--- src/rtl/mem_port_arbiter.sv ---
// mem_port_arbiter: round-robin share of one handshaked memory between IF fetch and MEM load/store.
// Define MEMARB_TIMEOUT_EN to abort transactions after TIMEOUT_CYCLES unacknowledged mem_req cycles.
module mem_port_arbiter #(
  parameter int AW = 32,
  parameter int DW = 32,
  parameter int TIMEOUT_CYCLES = 255
) (
  input  logic          clk,
  input  logic          reset,
  input  logic          i_req,
  input  logic [AW-1:0] i_addr,
  output logic          i_ack,
  output logic [DW-1:0] i_rdata,
  output logic          i_err,
  output logic          stall_if,
  input  logic          d_req,
  input  logic          d_we,
  input  logic [AW-1:0] d_addr,
  input  logic [DW-1:0] d_wdata,
  output logic          d_ack,
  output logic [DW-1:0] d_rdata,
  output logic          d_err,
  output logic          stall_mem,
  output logic          mem_req,
  output logic          mem_we,
  output logic [AW-1:0] mem_addr,
  output logic [DW-1:0] mem_wdata,
  input  logic [DW-1:0] mem_rdata,
  input  logic          mem_ack
);
  typedef enum logic [1:0] {IDLE, IBUSY, DBUSY, RESP} state_t;
  state_t state_q;
  logic last_d_q, mem_req_q, mem_we_q, i_ack_q, d_ack_q, i_err_q, d_err_q;
  logic [AW-1:0] mem_addr_q;
  logic [DW-1:0] mem_wdata_q, i_rdata_q, d_rdata_q, rdata_d;
  logic grant_d, busy, done, abort;
  if (TIMEOUT_CYCLES < 1) begin : g_bad_cfg
    $error("TIMEOUT_CYCLES must be at least 1");
  end
  // On a tie the data port wins unless it was the last one served.
  assign grant_d = d_req & ~(i_req & last_d_q);
  assign busy = (state_q == IBUSY) | (state_q == DBUSY);
  assign done = busy & (mem_ack | abort);
  assign rdata_d = (abort | mem_we_q) ? '0 : mem_rdata;
`ifdef MEMARB_TIMEOUT_EN
  localparam int CW = $clog2(TIMEOUT_CYCLES + 1);
  logic [CW-1:0] cnt_q;
  assign abort = ~mem_ack & (cnt_q == CW'(TIMEOUT_CYCLES - 1));
  always_ff @(posedge clk or posedge reset) begin
    if (reset) cnt_q <= '0;
    else cnt_q <= (busy & ~done) ? cnt_q + 1'b1 : '0;
  end
`else
  assign abort = 1'b0;
`endif
  always_ff @(posedge clk or posedge reset) begin
    if (reset) begin
      state_q     <= IDLE;
      last_d_q    <= 1'b0;
      mem_req_q   <= 1'b0;
      mem_we_q    <= 1'b0;
      mem_addr_q  <= '0;
      mem_wdata_q <= '0;
      i_rdata_q   <= '0;
      d_rdata_q   <= '0;
      i_ack_q     <= 1'b0;
      d_ack_q     <= 1'b0;
      i_err_q     <= 1'b0;
      d_err_q     <= 1'b0;
    end else begin
      i_ack_q <= 1'b0;
      d_ack_q <= 1'b0;
      i_err_q <= 1'b0;
      d_err_q <= 1'b0;
      case (state_q)
        IDLE: if (i_req | d_req) begin
          state_q    <= grant_d ? DBUSY : IBUSY;
          last_d_q   <= grant_d;
          mem_req_q  <= 1'b1;
          mem_we_q   <= grant_d & d_we;
          mem_addr_q <= grant_d ? d_addr : i_addr;
          if (grant_d) mem_wdata_q <= d_wdata;
        end
        IBUSY, DBUSY: if (done) begin
          state_q   <= RESP;
          mem_req_q <= 1'b0;
          mem_we_q  <= 1'b0;
          if (state_q == DBUSY) begin
            d_rdata_q <= rdata_d;
            d_ack_q   <= 1'b1;
            d_err_q   <= abort;
          end else begin
            i_rdata_q <= rdata_d;
            i_ack_q   <= 1'b1;
            i_err_q   <= abort;
          end
        end
        default: state_q <= IDLE;
      endcase
    end
  end
  assign i_ack     = i_ack_q;
  assign d_ack     = d_ack_q;
  assign i_err     = i_err_q;
  assign d_err     = d_err_q;
  assign i_rdata   = i_rdata_q;
  assign d_rdata   = d_rdata_q;
  assign mem_req   = mem_req_q;
  assign mem_we    = mem_we_q;
  assign mem_addr  = mem_addr_q;
  assign mem_wdata = mem_wdata_q;
  assign stall_if  = i_req & ~i_ack_q;
  assign stall_mem = d_req & ~d_ack_q;
endmodule

--- config.mk ---
export PLATFORM = sky130hd
export DESIGN_NAME = mem_port_arbiter
export DESIGN_NICKNAME = d
export VERILOG_FILES = /design/src/rtl/mem_port_arbiter.sv
export SDC_FILE = /design/constraint.sdc
export NUM_CORES = 1
export LEC_CHECK = 0
export CAP_MARGIN = 40
export CORE_AREA = 2 2 130 132
export DETAILED_ROUTE_END_ITERATION = 10
export DIE_AREA = 0 0 132 134
export PLACE_DENSITY_LB_ADDON = 0.08
export SLEW_MARGIN = 0
export SYNTH_ARGS = -nofsm -noshare
export SYNTH_HDL_FRONTEND = slang
export SYNTH_SLANG_ARGS = --single-unit
--- constraint.sdc ---
create_clock -name clk -period 6.1 [get_ports clk]
set_input_delay 1.22 -clock clk [delete_from_list [all_inputs] [get_ports clk]]
set_output_delay 1.22 -clock clk [all_outputs]
set_load 0.005 [all_outputs]
==> results.md, run 1 <==
- Outcome: complete, no violations
- Async S/R FF share, synth: 1.000
- Cts hold-fix bufs: 0
- Multi-input gate area: between 0.002 and 0.0025 sq mm
- DP Wirelength: ~11 mm
- Core area: 0.01629 sq mm
- Synth top area cells: dfrtp_1 60%, mux2_4 7.7%, nand2_1 6.6%, o21ai_0 6.0%, mux2i_1 5.7%
- Post-synth top area share: 0.6000
- Clock Path Buffers: 2
- Mux share of post-synthesis cell area: 0.1402
- Final Skew: 0.007159 ns
- CTS resizes: 0
- Root buffer cell: clkbuf_16
- RSZ-0062 raised after global routing: no
- Synthesis warning total: 0
- Mapped cell area: 0.005630 sq mm
- Finished Cell Area: 0.009024 sq mm
- Slowest-stage cell, CP: clkdlybuf4s50_1
- Hold WC Path Type: reg2reg
- Clk slew on worst S/H paths: 0.05 ns
- Pwr Total: 4.437 mW
- Setup crit end: stall_if
- Simple-gate share of the synthesized area: 0.1127
- Post-route insts no fill: about 980
- Layout area overhead: 60.27%
- Adder-Cell Fraction of Synth Area: 0.006667
- Worst-Margin Slew: 0.6220 ns
- CTS tree: done
- Crit share post-route: 0.6148
- Avg Cell Area, Syn: 11.56 sq um
- Leak: 4.114 nW
- Ant diodes: 0
- Pwr Density: a little under 500 mW/mm^2
- CTS Sinks: between 100 and 150
- End-of-flow core utilization: 0.5540
- Depth of the most critical reg-to-reg path: 6
- Post-Synth XOR/XNOR Area: 0
- Rows: 47
- Commonest non-fill, non-tap cells in the layout: 267 x clkdlybuf4s50_1, 135 x dfrtp_1, 99 x nand2_1, 68 x o21ai_0, 33 x nand2b_1
- Starting Density: 0.3456
- Global-route wire length before repair: 25.01 mm
- PortBufs: 267
- # placed instances: 949
- Post-route ant nets: 0
- Antenna violations before repair: 0
- CP Data Arrival Time: ~2.5 ns
- CP Depth: 3
- CP Cell Sequence: clkdlybuf4s50_1, nor2b_1, clkdlybuf4s50_1
- Routed vias: 4501
- Setup TNS: 0 ns
- Die Wd: 132 um
- CP Max Fanout: 5
- Drt pass-1 iters: 6
- Sequential Area: 0.003378 sq mm
- Crit path from: i_req
- Largest net degree at the start of global routing: between 60 and 70
- Critical Path Sink Type: primary output
- Avg WL per Cell: 16.05 um
- Io pins: 270
- WL final: 15.71 mm
- Most frequent CP cell: clkdlybuf4s50_1
- Delay-heaviest family, CP: buffers and inverters
- Worst EP required: between 4 and 5 ns
- Ys flop type: dfrtp_1
- CP bufs+invs: 2
- Hold Slack: approximately 0.48 ns
- Via density: 4.598
- Peak supply drop: 0.0003252 V
- Max Slew Vio Count: 0
- CP startpoint kind: input pin
- CP Class: in2out
- Vias in the first global route: 4701
- Num CTS Buffers: 17
- Max-cap viol count: 0
- Setup bufs post-CTS: 0
- Post-synth cell types: 29
- Combinational family with the most area after synthesis: multiplexers
- EDFF count, synth: 0
- Latest clock arrival within the worst-skew pair: 0.41 ns
- DRC Markers: 0
- Routability congestion estimate: between 0.7 and 0.8
- H-tree lvl count: 4
- Yosys reg bits: 135
- GRT Total Usage: 0.1822
- F_max: 266.6 MHz
- Place WS: 2.365 ns
- 1st-iter DRT viols: 204
- Final setup margin: 2.350 ns
- FF-to-FF Start: state_q[0]
- Dpl cell area: 0.008484 sq mm
- FF-to-FF setup slack: 4.17 ns
- DIE AREA: 0.01769 sq mm
- Die H: around 130 um
- Syn Inst Count: 487
- Share of cells above drive strength 1: 0.09618
- Post-synth top area cell: dfrtp_1
- Congestion Overflow GR: 0
- Share of the yosys chip area belonging to registers: 0.6000
- Nets: around 890
- Most common cell after layout, fill and taps aside: clkdlybuf4s50_1
- Max stage delay on crit path: 0.63 ns
- Period minus WS final: 3.750 ns
- Synth Area in Compound Gates: 0.1007
- Filler Cell Count: 1427
- Worst r2r dst: mem_we
- Final hold violation count: 0
- Endpoints failing setup: 0
- Slew Limit Headroom: 0.5853
==> cells in the mapped netlist (2+ instances only) <==
cell and n:
mux2_2 3, nand3b_1 2, o2bb2ai_1 2, clkbuf_1 13, dfrtp_1 135, buf_4 2, nor2b_1 2, o21ai_0 68
nand2_1 99, mux2i_1 32, a21oi_1 2, buf_2 11, inv_1 5, mux2_4 29, ha_1 3, nand2b_1 33
buf_6 6, o21ai_1 29
==> area by class of cell <==
type,count,share of cell area
clock inverter,9,0.008735
timing repair buffer,274,0.3056
tap,220,0.03050
sequential,135,0.3744
inverter,5,0.002357
multi-input combinational,315,0.2274
clock buffer,21,0.05103
==> worst register-to-register path, stage by stage (launching register included) <==
cell and delay, ns:
dfrtp_1 0.38, inv_1 0.07, ha_1 0.33, o21ai_4 0.09, buf_4 0.51, nor2_1 0.13
a32o_1 0.29
==> worst min-delay path by stage <==
stage | startpoint | endpoint | slack [ns] | depth (start not counted)
detailed placement | mem_req | mem_req | 0.47 | 1
floorplan | d_rdata[0] | d_rdata[0] | 0.47 | 2
finish | i_rdata[10] | i_rdata[10] | 0.48 | 2
global placement | i_rdata[10] | i_rdata[10] | 0.46 | 2
global route | mem_addr[14] | mem_addr[14] | 0.50 | 2
CTS | i_rdata[15] | i_rdata[15] | 0.48 | 2
==> layer usage <==
metal / wire [um] / up-vias / track usage
met5: 0 / - / 0
met4: 426 / 0 / 0.07428
met3: 1320 / 31 / 0.07067
met2: 7525 / 189 / 0.3006
met1: 6438 / 2133 / 0.2139
li1: - / 2148 / -
==> state kept, by name, summed over array words and instances, names as in the netlist <==
name,flops
d_ack,1
d_rdata,32
i_ack,1
i_rdata,32
last_d_q,1
mem_addr,32
mem_req,1
mem_wdata,32
mem_we,1
state_q,2
==> report_power, final <==
group	switching, mW	total, mW	internal (mW)
combinational	0.765	1.93	1.17
sequential	0.233	1.56	1.33
clock	0.371	0.944	0.573
==> cell families (layout without fill, tap and decap cells) <==
logic type / Yosys count / after routing
buffers and inverters: 38 / 309
AO/OA/AOI/OAI: 106 / 106
flip-flops: 135 / 135
multiplexers: 64 / 64
other: 1 / 2
AND/OR/NAND/NOR: 140 / 140
adder cells (fa/ha/maj): 3 / 3
(Power assumes the default switching activity.)
==> run 2: changes to the inputs <==
Clock period 6.1 ns to 3.63 ns, I/O delays scaled along.
==> run 2 against run 1 <==
  * Flip-flop and latch count did not move
  * Clock skew rose by 0.0013 ns
  * Critical endpoint unchanged
  * Highest routed layer unchanged
  * Core utilization rose by 0.41 points
  * Critical path depth did not move
  * Global-route usage fell by 0.29 points
==> results.md, run 2 (synthesis results as in run 1) <==
- Flop pwr share: 0.348 (-0.003)
- PortBufs: 267 (unchanged)
- CTS Sinks: 135 (unchanged)
- Core area: 0.01629 sq mm (unchanged)
- Avg WL per Cell: 15.63 um (-2.6%)
- Depth of the most critical reg-to-reg path: 6 (unchanged)
- # placed instances: 951 (+0.21%)
- DRC Markers: 0 (unchanged)
- Sw Share: 0.3062 (-0.002435)
- CP Class: in2out
- Slew Limit Headroom: 0.5722 (-0.01316)
- Outcome: complete, no violations
- FF-to-FF setup slack: 1.42 ns (-2.75 ns)
- WL final: 15.35 mm (-2.3%)
- CP startpoint kind: input pin
- Busiest grt layer: met2
- Routability congestion estimate: 0.7605 (-3.4%)
- Max stage delay on crit path: 0.64 ns (about the same)
- Layout area overhead: 61.47%
- Pwr Density: 828.8 mW/mm^2 (+69%)
- Num CTS Buffers: 17 (unchanged)
- Net switching power: 2.307 mW (+68%)
- H-tree lvl count: 4 (unchanged)
- Routed vias: 4430 (-1.6%)
- DIE AREA: 0.01769 sq mm (unchanged)
- CP Max Fanout: 5 (unchanged)
- F_max: 359.2 MHz
- Final hold violation count: 0 (unchanged)
- Via density: 4.511 (-1.9%)
- Final Skew: 0.008436 ns (+0.001277 ns)
- Nets: 887 (+0.23%)
- Io pins: 270 (unchanged)
- Cts hold-fix bufs: 0 (unchanged)
- Ant diodes: 0 (unchanged)
- Clk slew on worst S/H paths: 0.06 ns (about the same)
- Die H: 134 um (unchanged)
- Worst EP required: 2.90 ns (-1.98 ns)
- CTS resizes: 0 (unchanged)
- Most frequent CP cell: clkdlybuf4s50_1
- Starting Density: 0.3456 (unchanged)
- Dpl cell area: 0.008518 sq mm (+0.40%)
- Grt met2 use: 0.2920 (-0.008681)
- P_int: 5.227 mW (+70%)
- CTS tree: done
- Share of cells above drive strength 1: 0.09974 (+0.003558)
- Hold WC Path Type: reg2reg
- Min-Delay Path Depth: 2 (unchanged)
- 1st-iter DRT viols: 212 (+3.9%)
- Commonest non-fill, non-tap cells in the layout: 267 x clkdlybuf4s50_1, 135 x dfrtp_1, 99 x nand2_1, 68 x o21ai_0, 33 x nand2b_1
- Largest net degree at the start of global routing: 66 (-1.5%)
- Peak supply drop: 0.0003625 V (+11%)
- Root buffer cell: clkbuf_16
- Post-route ant nets: 0 (unchanged)
- Met1 GRT Util: 0.2196 (+0.005753)
- Logic pwr share: 0.432 (-0.004)
- Max-cap viol count: 0 (unchanged)
- Leak: 4.129 nW (+0.37%)
- RSZ-0062 raised after global routing: no
- Congestion Overflow GR: 0 (unchanged)
- Period minus WS final: 2.784 ns
- Clock Path Buffers: 2 (unchanged)
- Antenna violations before repair: 0 (unchanged)
- Vias in the first global route: 4643 (-1.2%)
- Crit share post-route: 0.7670
- Most common cell after layout, fill and taps aside: clkdlybuf4s50_1
- Clock share of power: 0.221 (+0.008)
- DP Wirelength: 11.11 mm (-1.2%)
- Rows: 47 (unchanged)
- GRT Total Usage: 0.1792 (-0.002928)
- Global-route wire length before repair: 24.91 mm (-0.38%)
- CP Cell Sequence: clkdlybuf4s50_1, nor2b_1, clkdlybuf4s50_1
- Drt pass-1 iters: 6 (unchanged)
- Worst-Margin Slew: 0.6410 ns (+0.01901 ns)
- Slowest-stage cell, CP: clkdlybuf4s50_1
- CP Data Arrival Time: 2.06 ns (-0.47 ns)
- Post-route insts no fill: 982 (+0.31%)
- Die Wd: 132 um (unchanged)
- Setup TNS: 0 ns (unchanged)
- Setup bufs post-CTS: 0 (unchanged)
- Finished Cell Area: 0.009091 sq mm (+0.75%)
- Met3 usage: 0.06841 (-0.002268)
- Max Slew Vio Count: 0 (unchanged)
- Critical Path Sink Type: primary output
- Latest clock arrival within the worst-skew pair: 0.41 ns (about the same)
- Endpoints failing setup: 0 (unchanged)
==> run 2: worst max-delay path: cells and delay by family <==
family        cells  cell delay [ns]
buf+inv           2             1.15
simple gates      1             0.18
==> run 2: worst paths after layout <==
kind | from | to
worst max-delay path | i_req | stall_if
worst max register to register | state_q[0] | d_rdata[12]
worst min-delay path | i_rdata[10] | i_rdata[10]
worst min register to register | i_rdata[10] | i_rdata[10]
min in group asynchronous | reset | mem_wdata[16]
max in group asynchronous | reset | mem_addr[16]
==> run 2: final cells by class <==
class                           instances  area [sq um]
Inverter                                5         22.52
Clock inverter                         11         126.4
Sequential cell                       135          3378
Timing Repair Buffer                  276          2790
Clock buffer                           20         446.7
Tap cell                              220         275.3
Fill cell                            1422          7198
Multi-Input combinational cell        315          2052
==> run 2: power groups by stage <==
stage,combinational (mW),sequential (mW),clock (mW)
5_1_grt,3.57,2.72,1.77
3_5_place_dp,3.31,2.64,0
4_1_cts,3.32,2.63,1.70
3_3_place_gp,3.26,2.60,0
6_report,3.25,2.62,1.66
2_1_floorplan,1.37,2.66,0
==> run 2: per-layer routing <==
layer | part of all wire | up-vias
met5 | 0 | -
met4 | 0.018 | 0
met3 | 0.083 | 19
met2 | 0.48 | 183
met1 | 0.42 | 2073
li1 | - | 2155
==> run 2: metrics by stage <==
stage	total power [mW]	setup WS [ns]	utilization	hold slack [ns]
floorplan	4.033	1.225	-	0.4733
global placement	5.861	0.8481	0.5217	0.4604
detailed placement	5.946	0.8579	0.5229	0.4699
CTS	7.651	0.8454	0.5581	0.4823
global route	8.057	0.7707	0.5581	0.4974
finish	7.534	0.8458	0.5581	0.4782
==> run 3: changes to the inputs <==
Clock period 3.63 ns to 2.5 ns, I/O delays scaled along.
==> run 3 against run 2 <==
  * Worst hold slack worse by 0.0025 ns
  * Register-to-register slack worse by 0.86 ns
  * Global-route usage rose by 0.063 points
  * Critical path depth unchanged
  * Combinational power is 47% higher
  * Wire length shrank 1.7%
==> results.md, run 3 (synthesis results as in run 1) <==
- Outcome: complete, no violations
- Pwr Density: 1208 mW/mm^2 (+46%)
- CTS Sinks: 135 (unchanged)
- Most common cell after layout, fill and taps aside: clkdlybuf4s50_1
- CP startpoint kind: input pin
- Clock Path Buffers: 2 (unchanged)
- Worst r2r dst: d_rdata[5]
- DP Wirelength: 11.17 mm (+0.59%)
- Dpl cell area: 0.008566 sq mm (+0.56%)
- CP Class: in2out
- Num CTS Buffers: 17 (unchanged)
- Hold WC Path Type: in2async
- Congestion Overflow GR: 0 (unchanged)
- Ant diodes: 0 (unchanged)
- Starting Density: 0.3456 (unchanged)
- Avg WL per Cell: 15.33 um (-1.9%)
- Worst-Margin Slew: 0.6089 ns (-0.03207 ns)
- FF-to-FF Start: state_q[0]
- Drt pass-1 iters: 4 (-2)
- Die Wd: 132 um (unchanged)
- Layout area overhead: 62.56%
- Routed vias: 4399 (-0.70%)
- Max-cap viol count: 0 (unchanged)
- FF-to-FF setup slack: 0.56 ns (-0.86 ns)
- Cts hold-fix bufs: 0 (unchanged)
- Root buffer cell: clkbuf_16
- Core area: 0.01629 sq mm (unchanged)
- Peak supply drop: 0.0005342 V (+47%)
- Finished Cell Area: 0.009153 sq mm (+0.67%)
- Routability congestion estimate: 0.7394 (-2.8%)
- Period minus WS final: 2.278 ns
- Hold Slack: 0.4757 ns (-0.002537 ns)
- DRC Markers: 0 (unchanged)
- WL final: 15.09 mm (-1.7%)
- Final hold violation count: 0 (unchanged)
- Clk slew on worst S/H paths: 0.05 ns (about the same)
- Latest clock arrival within the worst-skew pair: 0.41 ns (about the same)
- Critical Path Sink Type: primary output
- Pwr Total: 11.05 mW (+47%)
- Vias in the first global route: 4686 (+0.93%)
- RSZ-0062 raised after global routing: no
- Leak: 4.176 nW (+1.2%)
- Share of cells above drive strength 1: 0.1021 (+0.002357)
- Crit share post-route: 0.9110
- Depth of the most critical reg-to-reg path: 6 (unchanged)
- Io pins: 270 (unchanged)
- Final Skew: 0.009389 ns (+0.0009531 ns)
- Global-route wire length before repair: 24.81 mm (-0.39%)
- CP Data Arrival Time: 1.78 ns (-0.28 ns)
- Endpoints failing setup: 0 (unchanged)
- Slew Limit Headroom: 0.5940 (+0.02187)
- Die H: 134 um (unchanged)
- # placed instances: 954 (+0.32%)
- Post-route insts no fill: 984 (+0.20%)
- Crit path from: d_req
- Via density: 4.471 (-0.90%)
- Post-route ant nets: 0 (unchanged)
- F_max: ~440 MHz
- Nets: 890 (+0.34%)
- Commonest non-fill, non-tap cells in the layout: 267 x clkdlybuf4s50_1, 135 x dfrtp_1, 99 x nand2_1, 68 x o21ai_0, 33 x nand2b_1
- CTS resizes: 0 (unchanged)
- 1st-iter DRT viols: 140 (-34%)
- Setup bufs post-CTS: 0 (unchanged)
- Place WS: 0.1795 ns (-0.6785 ns)
- Setup TNS: 0 ns (unchanged)
- Worst EP required: 2.00 ns (-0.90 ns)
- DIE AREA: 0.01769 sq mm (unchanged)
- H-tree lvl count: 4 (unchanged)
- End-of-flow core utilization: 0.5619 (+0.003764)
- Max Slew Vio Count: 0 (unchanged)
- Rows: 47 (unchanged)
- GRT Total Usage: 0.1799 (+0.0006344)
- Final setup margin: 0.2225 ns (-0.6233 ns)
- CP Max Fanout: 5 (unchanged)
- Antenna violations before repair: 0 (unchanged)
- CTS tree: done
- PortBufs: 267 (unchanged)
- Largest net degree at the start of global routing: 66 (unchanged)
-- run 3: power by group --
part / leakage [nW] / switching [mW] / internal, mW
clock: 0.289 / 0.890 / 1.60
combinational: 2.22 / 1.85 / 2.92
sequential: 1.67 / 0.558 / 3.23
total: 4.18 / 3.30 / 7.75
-- run 3: layer usage --
metal	routed length (um)	global-route usage	vias to the layer above
met4	449	0.07911	0
met5	0	0	-
met3	1290	0.07105	29
met1	6222	0.2132	2030
met2	7123	0.2908	180
li1	-	-	2160
-- run 3: worst max path at each step --
| stage | endpoint | slack, ns | cells past startpoint |
|---|---|---|---|
| final | stall_mem | 0.22 | 3 |
| after global routing | stall_mem | 0.20 | 3 |
| after CTS | stall_mem | 0.22 | 3 |
| after detailed placement | mem_wdata[18] | 0.18 | 4 |
| after global placement | stall_mem | 0.21 | 3 |
| after floorplan | d_ack | 0.32 | 1 |
-- run 3: final cells by class --
type / count / area, sq um
Timing Repair Buffer: 279 / 2838
Clock buffer: 21 / 460.4
Inverter: 5 / 22.52
Fill cell: 1398 / 7137
Sequential cell: 135 / 3378
Tap cell: 220 / 275.3
Multi-Input combinational cell: 315 / 2052
Clock inverter: 9 / 126.4
-- run 3: critical path, cell delays in order --
cell and delay (ns):
clkdlybuf4s50_1 0.60, nor2b_1 0.17, clkdlybuf4s50_1 0.50
